$ cat src/rtl/frame_pulse_gen_pkg.sv
// Shared types and defaults for the frame pulse generator: sizing, channel and
// top-level state encodings, frame counter width.
package frame_pulse_gen_pkg;

  localparam int unsigned NCH_DEF   = 8;
  localparam int unsigned CNT_W_DEF = 32;
  localparam int unsigned MAX_CH    = 8;
  localparam int unsigned FCNT_W    = 16;

  typedef enum logic [1:0] {
    CH_IDLE   = 2'd0,
    CH_DELAY  = 2'd1,
    CH_ACTIVE = 2'd2,
    CH_DONE   = 2'd3
  } ch_state_t;

  typedef enum logic {
    IDLE = 1'b0,
    RUN  = 1'b1
  } top_state_t;

  // Completed-frame counter step; wraps 0xFFFF -> 0x0000 by construction.
  function automatic logic [FCNT_W-1:0] fcnt_inc(input logic [FCNT_W-1:0] v);
    return v + FCNT_W'(1);
  endfunction

endpackage

$ cat src/rtl/frame_pulse_gen_if.sv
// Bundles for the pulse generator: per-channel control bus between the top FSM
// and each pulse_channel, and the host-side parameter/status bundle.
interface pulse_ch_if
  import frame_pulse_gen_pkg::*;
#(
  parameter int unsigned CNT_W = CNT_W_DEF
) ();

  logic [CNT_W-1:0] del;
  logic [CNT_W-1:0] dur;
  logic             launch;
  logic             clear;
  logic             fin;
  logic             pulse;

  modport master (output del, dur, launch, clear, input fin, pulse);
  modport slave  (input del, dur, launch, clear, output fin, pulse);

endinterface


$ cat src/rtl/frame_pulse_gen_pulse_channel.sv
// One pulse channel: snapshots delay/width on launch, counts the delay down,
// then holds its registered pulse high for the snapshotted width.
module pulse_channel
  import frame_pulse_gen_pkg::*;
#(
  parameter int unsigned CNT_W = CNT_W_DEF
) (
  input logic       clk,
  input logic       rst_n,
  pulse_ch_if.slave bus
);

  ch_state_t        r_state;
  ch_state_t        w_adv;
  ch_state_t        w_next;
  logic [CNT_W-1:0] r_cnt;
  logic [CNT_W-1:0] w_cnt_next;
  logic [CNT_W-1:0] r_dur_snap;
  logic             r_pulse;
  logic             w_pulse_next;

  always_ff @(posedge clk or negedge rst_n) begin
    if (!rst_n) begin
      r_state    <= CH_IDLE;
      r_cnt      <= '0;
      r_dur_snap <= '0;
      r_pulse    <= 1'b0;
    end else begin
      r_state <= w_next;
      r_cnt   <= w_cnt_next;
      r_pulse <= w_pulse_next;
      if (bus.launch) begin
        r_dur_snap <= bus.dur;
      end
    end
  end

  // w_adv is the free-running progression; fin is derived from it alone so the
  // top can end the frame on the same edge without a loop through clear.
  always_comb begin
    w_adv        = r_state;
    w_cnt_next   = r_cnt;
    w_pulse_next = r_pulse;
    unique case (r_state)
      CH_IDLE, CH_DONE: ;
      CH_DELAY: begin
        if (r_cnt == '0) begin
          if (r_dur_snap == '0) begin
            w_adv = CH_DONE;
          end else begin
            w_adv        = CH_ACTIVE;
            w_pulse_next = 1'b1;
            w_cnt_next   = r_dur_snap - CNT_W'(1);
          end
        end else begin
          w_cnt_next = r_cnt - CNT_W'(1);
        end
      end
      CH_ACTIVE: begin
        if (r_cnt == '0) begin
          w_adv        = CH_DONE;
          w_pulse_next = 1'b0;
        end else begin
          w_cnt_next = r_cnt - CNT_W'(1);
        end
      end
    endcase

    w_next = w_adv;
    if (bus.launch) begin
      w_next       = CH_DELAY;
      w_cnt_next   = bus.del;
      w_pulse_next = 1'b0;
    end else if (bus.clear) begin
      w_next       = CH_IDLE;
      w_cnt_next   = '0;
      w_pulse_next = 1'b0;
    end
  end

  assign bus.fin   = (w_adv == CH_DONE);
  assign bus.pulse = r_pulse;

endmodule

$ cat src/rtl/frame_pulse_gen.sv
// Multi-channel frame pulse generator: a top IDLE/RUN FSM launches NCH
// pulse_channel instances and reports busy, done and completed frames.
module frame_pulse_gen
  import frame_pulse_gen_pkg::*;
#(
  parameter int unsigned NCH   = NCH_DEF,
  parameter int unsigned CNT_W = CNT_W_DEF
) (
  input  logic              clk,
  input  logic              rst_n,
  input  logic              start,
  input  logic              abort,
  input  logic [CNT_W-1:0]  del1,
  input  logic [CNT_W-1:0]  del2,
  input  logic [CNT_W-1:0]  del3,
  input  logic [CNT_W-1:0]  del4,
  input  logic [CNT_W-1:0]  del5,
  input  logic [CNT_W-1:0]  del6,
  input  logic [CNT_W-1:0]  del7,
  input  logic [CNT_W-1:0]  del8,
  input  logic [CNT_W-1:0]  dur1,
  input  logic [CNT_W-1:0]  dur2,
  input  logic [CNT_W-1:0]  dur3,
  input  logic [CNT_W-1:0]  dur4,
  input  logic [CNT_W-1:0]  dur5,
  input  logic [CNT_W-1:0]  dur6,
  input  logic [CNT_W-1:0]  dur7,
  input  logic [CNT_W-1:0]  dur8,
  output logic [NCH-1:0]    pulse,
  output logic              busy,
  output logic              done,
  output logic [FCNT_W-1:0] frame_cnt
);

  top_state_t        r_state;
  top_state_t        w_state_next;
  logic              r_busy;
  logic              w_busy_next;
  logic              r_done;
  logic              w_done_next;
  logic [FCNT_W-1:0] r_frame_cnt;
  logic [FCNT_W-1:0] w_fcnt_next;
  logic              w_launch;
  logic              w_clear;
  logic              w_all_fin;
  logic [NCH-1:0]    w_fin;
  logic [NCH-1:0]    w_pulse;
  logic [CNT_W-1:0]  w_del_all [MAX_CH];
  logic [CNT_W-1:0]  w_dur_all [MAX_CH];

  assign w_del_all[0] = del1;
  assign w_del_all[1] = del2;
  assign w_del_all[2] = del3;
  assign w_del_all[3] = del4;
  assign w_del_all[4] = del5;
  assign w_del_all[5] = del6;
  assign w_del_all[6] = del7;
  assign w_del_all[7] = del8;
  assign w_dur_all[0] = dur1;
  assign w_dur_all[1] = dur2;
  assign w_dur_all[2] = dur3;
  assign w_dur_all[3] = dur4;
  assign w_dur_all[4] = dur5;
  assign w_dur_all[5] = dur6;
  assign w_dur_all[6] = dur7;
  assign w_dur_all[7] = dur8;

  for (genvar gi = 0; gi < NCH; gi++) begin : g_ch
    pulse_ch_if #(.CNT_W(CNT_W)) u_bus ();

    if (gi < MAX_CH) begin : g_map
      assign u_bus.del = w_del_all[gi];
      assign u_bus.dur = w_dur_all[gi];
    end else begin : g_unmapped
      assign u_bus.del = '0;
      assign u_bus.dur = '0;
    end

    assign u_bus.launch = w_launch;
    assign u_bus.clear  = w_clear;
    assign w_fin[gi]    = u_bus.fin;
    assign w_pulse[gi]  = u_bus.pulse;

    pulse_channel #(.CNT_W(CNT_W)) u_ch (
      .clk   (clk),
      .rst_n (rst_n),
      .bus   (u_bus.slave)
    );
  end

  assign w_all_fin = &w_fin;

  always_ff @(posedge clk or negedge rst_n) begin
    if (!rst_n) begin
      r_state     <= IDLE;
      r_busy      <= 1'b0;
      r_done      <= 1'b0;
      r_frame_cnt <= '0;
    end else begin
      r_state     <= w_state_next;
      r_busy      <= w_busy_next;
      r_done      <= w_done_next;
      r_frame_cnt <= w_fcnt_next;
    end
  end

  always_comb begin
    w_state_next = r_state;
    w_busy_next  = r_busy;
    w_done_next  = 1'b0;
    w_fcnt_next  = r_frame_cnt;
    w_launch     = 1'b0;
    w_clear      = 1'b0;
    unique case (r_state)
      IDLE: begin
        if (start && !abort) begin
          w_state_next = RUN;
          w_busy_next  = 1'b1;
          w_launch     = 1'b1;
        end
      end
      RUN: begin
        if (abort) begin
          w_state_next = IDLE;
          w_busy_next  = 1'b0;
          w_clear      = 1'b1;
        end else if (w_all_fin) begin
          w_done_next = 1'b1;
          w_fcnt_next = fcnt_inc(r_frame_cnt);
          w_clear     = 1'b1;
          // A held start relaunches on the completion edge itself, so frames
          // run back to back; launch overrides clear inside each channel.
          if (start) begin
            w_launch = 1'b1;
          end else begin
            w_state_next = IDLE;
            w_busy_next  = 1'b0;
          end
        end
      end
    endcase
  end

  assign pulse     = w_pulse;
  assign busy      = r_busy;
  assign done      = r_done;
  assign frame_cnt = r_frame_cnt;

endmodule

$ cat config.mk
export PLATFORM = sky130hd
export DESIGN_NAME = frame_pulse_gen
export DESIGN_NICKNAME = d
export VERILOG_FILES = /design/src/rtl/frame_pulse_gen_pkg.sv /design/src/rtl/frame_pulse_gen_if.sv /design/src/rtl/frame_pulse_gen_pulse_channel.sv /design/src/rtl/frame_pulse_gen.sv
export SDC_FILE = /design/constraint.sdc
export NUM_CORES = 2
export LEC_CHECK = 0
export ABC_AREA = 1
export CORE_ASPECT_RATIO = 0.8
export CORE_MARGIN = 10
export CORE_UTILIZATION = 61
export CTS_CLUSTER_DIAMETER = 60
export CTS_CLUSTER_SIZE = 16
export DETAILED_ROUTE_END_ITERATION = 16
export MAX_ROUTING_LAYER = met4
export PLACE_DENSITY = 0.87
export SLEW_MARGIN = 20
export SYNTH_ARGS = -nofsm -noshare
export SYNTH_HDL_FRONTEND = slang
export SYNTH_SLANG_ARGS = --single-unit
$ cat constraint.sdc
create_clock -name clk -period 5.7 [get_ports clk]
set_input_delay 1.71 -clock clk [delete_from_list [all_inputs] [get_ports clk]]
set_output_delay 1.71 -clock clk [all_outputs]
set_load 0.01 [all_outputs]
==> metrics <==
critical path fanouts, max=130; vias=43800; clock network power share=18.0%; most instantiated library cell after synthesis=nand2_1; number of distinct library cells after synthesis=55; fraction of registers with async set/reset=100%; core box area=67300 sq um; CP Cell Sequence=nor2_1, nand3_1, nor2_1, nand2_1, nor2_1, nor2_1, nand3_1, nand2_1, nor2_1, nand2_1, nor2_2, nand3_1, nand2_8, buf_12, nand2_1, nand2_1, nand2_1, nand2_1; worst hold start=busy; Avg Cell Area, Syn=6.57 sq um; TritonCTS sink count=555; Setup violations, final=0; Post-Syn Area=41400 sq um; synth cell count leaders=nand2_1 (2197), nor2_1 (726), inv_1 (628), dfrtp_1 (555), nand3_1 (469); Synthesis Warnings=0; sw frac=47.6%; Initial Util=61.5%; total gr overflow=0; Worst Setup Slack, final=1.51 ns; vias in the first global route=40700; Root Driver=clkbuf_16; 1st-iter DRT viols=5268; Most Frequent Cell on Critical Path=nand2_1; minimum clock period=4.19 ns; Buffers on Ports=541; post-route ant nets=0; postcts setup bufs=0; Clock Path Buffers=3; Placement Setup Slack=1.35 ns; final WL=144 mm; P_sw=9300 uW; FP Rows=85; DR DRC count=0; largest cells by area after synthesis=dfrtp_1 (34%), nand2_1 (20%), nor2_1 (6.6%); Leak=0.0244 uW; WL/cell=18.8 um; worst setup path class=reg -> reg; #FFs+latches synth=555; maxcap violations=0; Area Growth Syn to Fin=17.0%; clk slew on worst S/H paths=0.08 ns; Core Util, Final=72.0%; Fmax=239 MHz; final hold vios=0; Startpoint Class=flop; CTS Hold Bufs=0; initial antenna violation count=19; Post-synth EDFFs=0; share of the synthesized area in the top cell type=33.5%; Setup Skew=0.0331 ns; Setup TNS=0 ns; delay-heaviest family, CP=simple AND/OR/NAND/NOR gates; Primary FF master, synth=dfrtp_1; Worst EP arrival=4.76 ns; H-tree depth=2; CP required=6.27 ns; r2r worst-path depth=18; cells after synthesis=6305; fraction of layout cells with a size suffix above 1=7.57%; Synth area leader=dfrtp_1; peak supply drop=0.289 mV; final clock period utilization by the worst path=73.6%; CTS tree=done; worst hold margin=0.501 ns; Synth Net Count=6870; Critical Path End Type=flop; first-pass iteration count of the detailed router=6; die height=253 um; RSZ-0062 raised after global routing=false; die area=78800 sq um; WHS Path Cells=2; Reg-to-Reg Start=g_ch[1].u_ch.r_dur_snap[28]; pin count of the biggest net entering global routing=131; WP buf/inv=1; worst hold path class=reg -> reg; Num CTS Buffers=48; first-pass GRT wire length=226 mm; sequential fraction of design power=33.5%; worst-margin pin slew=1.06 ns; GRT Resource Usage Total=36.2%; reg2reg setup slack=1.51 ns; Slowest-stage cell, CP=buf_12; I/O pin count=542; fin nets=7281; Internal=10300 uW; clock latency on the worst-skew pair=0.64 ns; Slew HR=29.1%; max-slew violation count=0; post-CTS sizing=0; Die Wd=311 um; combinational share of power=48.5%; Power Dens Cells=403 nW/um^2; Hold Path End=busy; worst r2r dst=g_ch[4].u_ch.r_cnt[27]; Final HPWL DP=109 mm; Worst path max stage delay=0.46 ns; drt via density=5.70; status=finished clean; sequential share of the synthesized area=33.5%; GPL Wtd Cong=1.01
[stage by stage]
stage          power (uW)  cell area, sq um  instances
6_report            19600             48500       7680
5_1_grt             21000             48500       7678
4_1_cts             19300             48400       7659
3_5_place_dp        15800             46900       7579
3_3_place_gp        15500             46900       7579
2_1_floorplan       13100             41400       6305
[registers in the layout, summed over array words and instances, names as in the netlist]
| register | cells |
|---|---|
| busy | 1 |
| r_state | 1 |
| g_ch.u_ch.r_state | 16 |
| g_ch.u_ch.r_dur_snap | 256 |
| done | 1 |
| g_ch.u_ch.r_cnt | 256 |
| g_ch.u_ch.bus.pulse | 8 |
| frame_cnt | 16 |
[cells in the final DEF, fill, tap and decap left out, types with 35 or more instances in the layout]
cell type        Yosys  routed
o21ai_1             55      55
nand3b_1            41      41
nor3_1              84      84
xnor2_1             35      35
nand2_1           2197    2197
o21ai_2            126     126
xor2_1             202     202
nand3_1            469     469
nor2_1             726     726
ha_1                49      49
a21oi_1            155     155
nand4_1             85      85
clkbuf_16            0      49
o21ai_0            251     251
dfrtp_1            555     555
inv_1              628     627
nand2_2            202     201
clkdlybuf4s50_1      0     540
[cells by family after synthesis]
family	count (synthesis)	synth area share, %
multiplexers	4	0.0967
buffers and inverters	860	9.73
XOR/XNOR	237	5.01
flip-flops	555	33.5
AND/OR/NAND/NOR	3896	39.8
AO/OA/AOI/OAI	704	10.3
adder cells (fa/ha/maj)	49	1.48
[cell type report]
type,instances,area (sq um)
diodes,21,52.6
clock buffers,59,1310
clock inverters,21,260
fillers,5774,18800
inverters,638,2400
multi-input cells,4890,23500
flip-flops and latches,555,13900
well taps,913,1140
repair buffers,583,5900
[metal layers]
layer	part of all wire (%)	GRT usage (%)
met5	0	-
met4	4.0	14.0
met3	9.6	6.35
met2	44	53.8
met1	42	49.0
[power groups by stage]
stage / sequential (uW) / clock, uW / combinational [uW]
floorplan: 6130 / 0 / 6940
finish: 6550 / 3530 / 9480
global placement: 6530 / 0 / 9000
detailed placement: 6530 / 0 / 9240
global route: 6700 / 3690 / 10700
CTS: 6490 / 3540 / 9300
[worst max path at each step]
stage,start,to,slack (ns),cells past startpoint
after floorplan,abort,g_ch[4].u_ch.r_dur_snap[0],2.80,9
after global placement,abort,g_ch[2].u_ch.r_cnt[4],1.42,11
after detailed placement,abort,g_ch[2].u_ch.r_cnt[2],1.35,11
after CTS,g_ch[3].u_ch.r_cnt[1],g_ch[2].u_ch.r_cnt[11],1.60,19
after global routing,g_ch[3].u_ch.r_cnt[1],g_ch[2].u_ch.r_cnt[7],1.21,19
final,g_ch[1].u_ch.r_dur_snap[28],g_ch[4].u_ch.r_cnt[27],1.51,18
[worst register-to-register path, cell delays in order, from the launching register on]
cell	delay [ns]
dfrtp_1	0.43
nor2_1	0.37
nand3_1	0.21
nor2_1	0.15
nand2_1	0.06
nor2_1	0.21
nor2_1	0.11
nand3_1	0.14
nand2_1	0.14
nor2_1	0.27
nand2_1	0.10
nor2_2	0.16
nand3_1	0.19
nand2_8	0.43
buf_12	0.52
nand2_1	0.39
nand2_1	0.10
nand2_1	0.05
nand2_1	0.08
(Power assumes the default switching activity.)
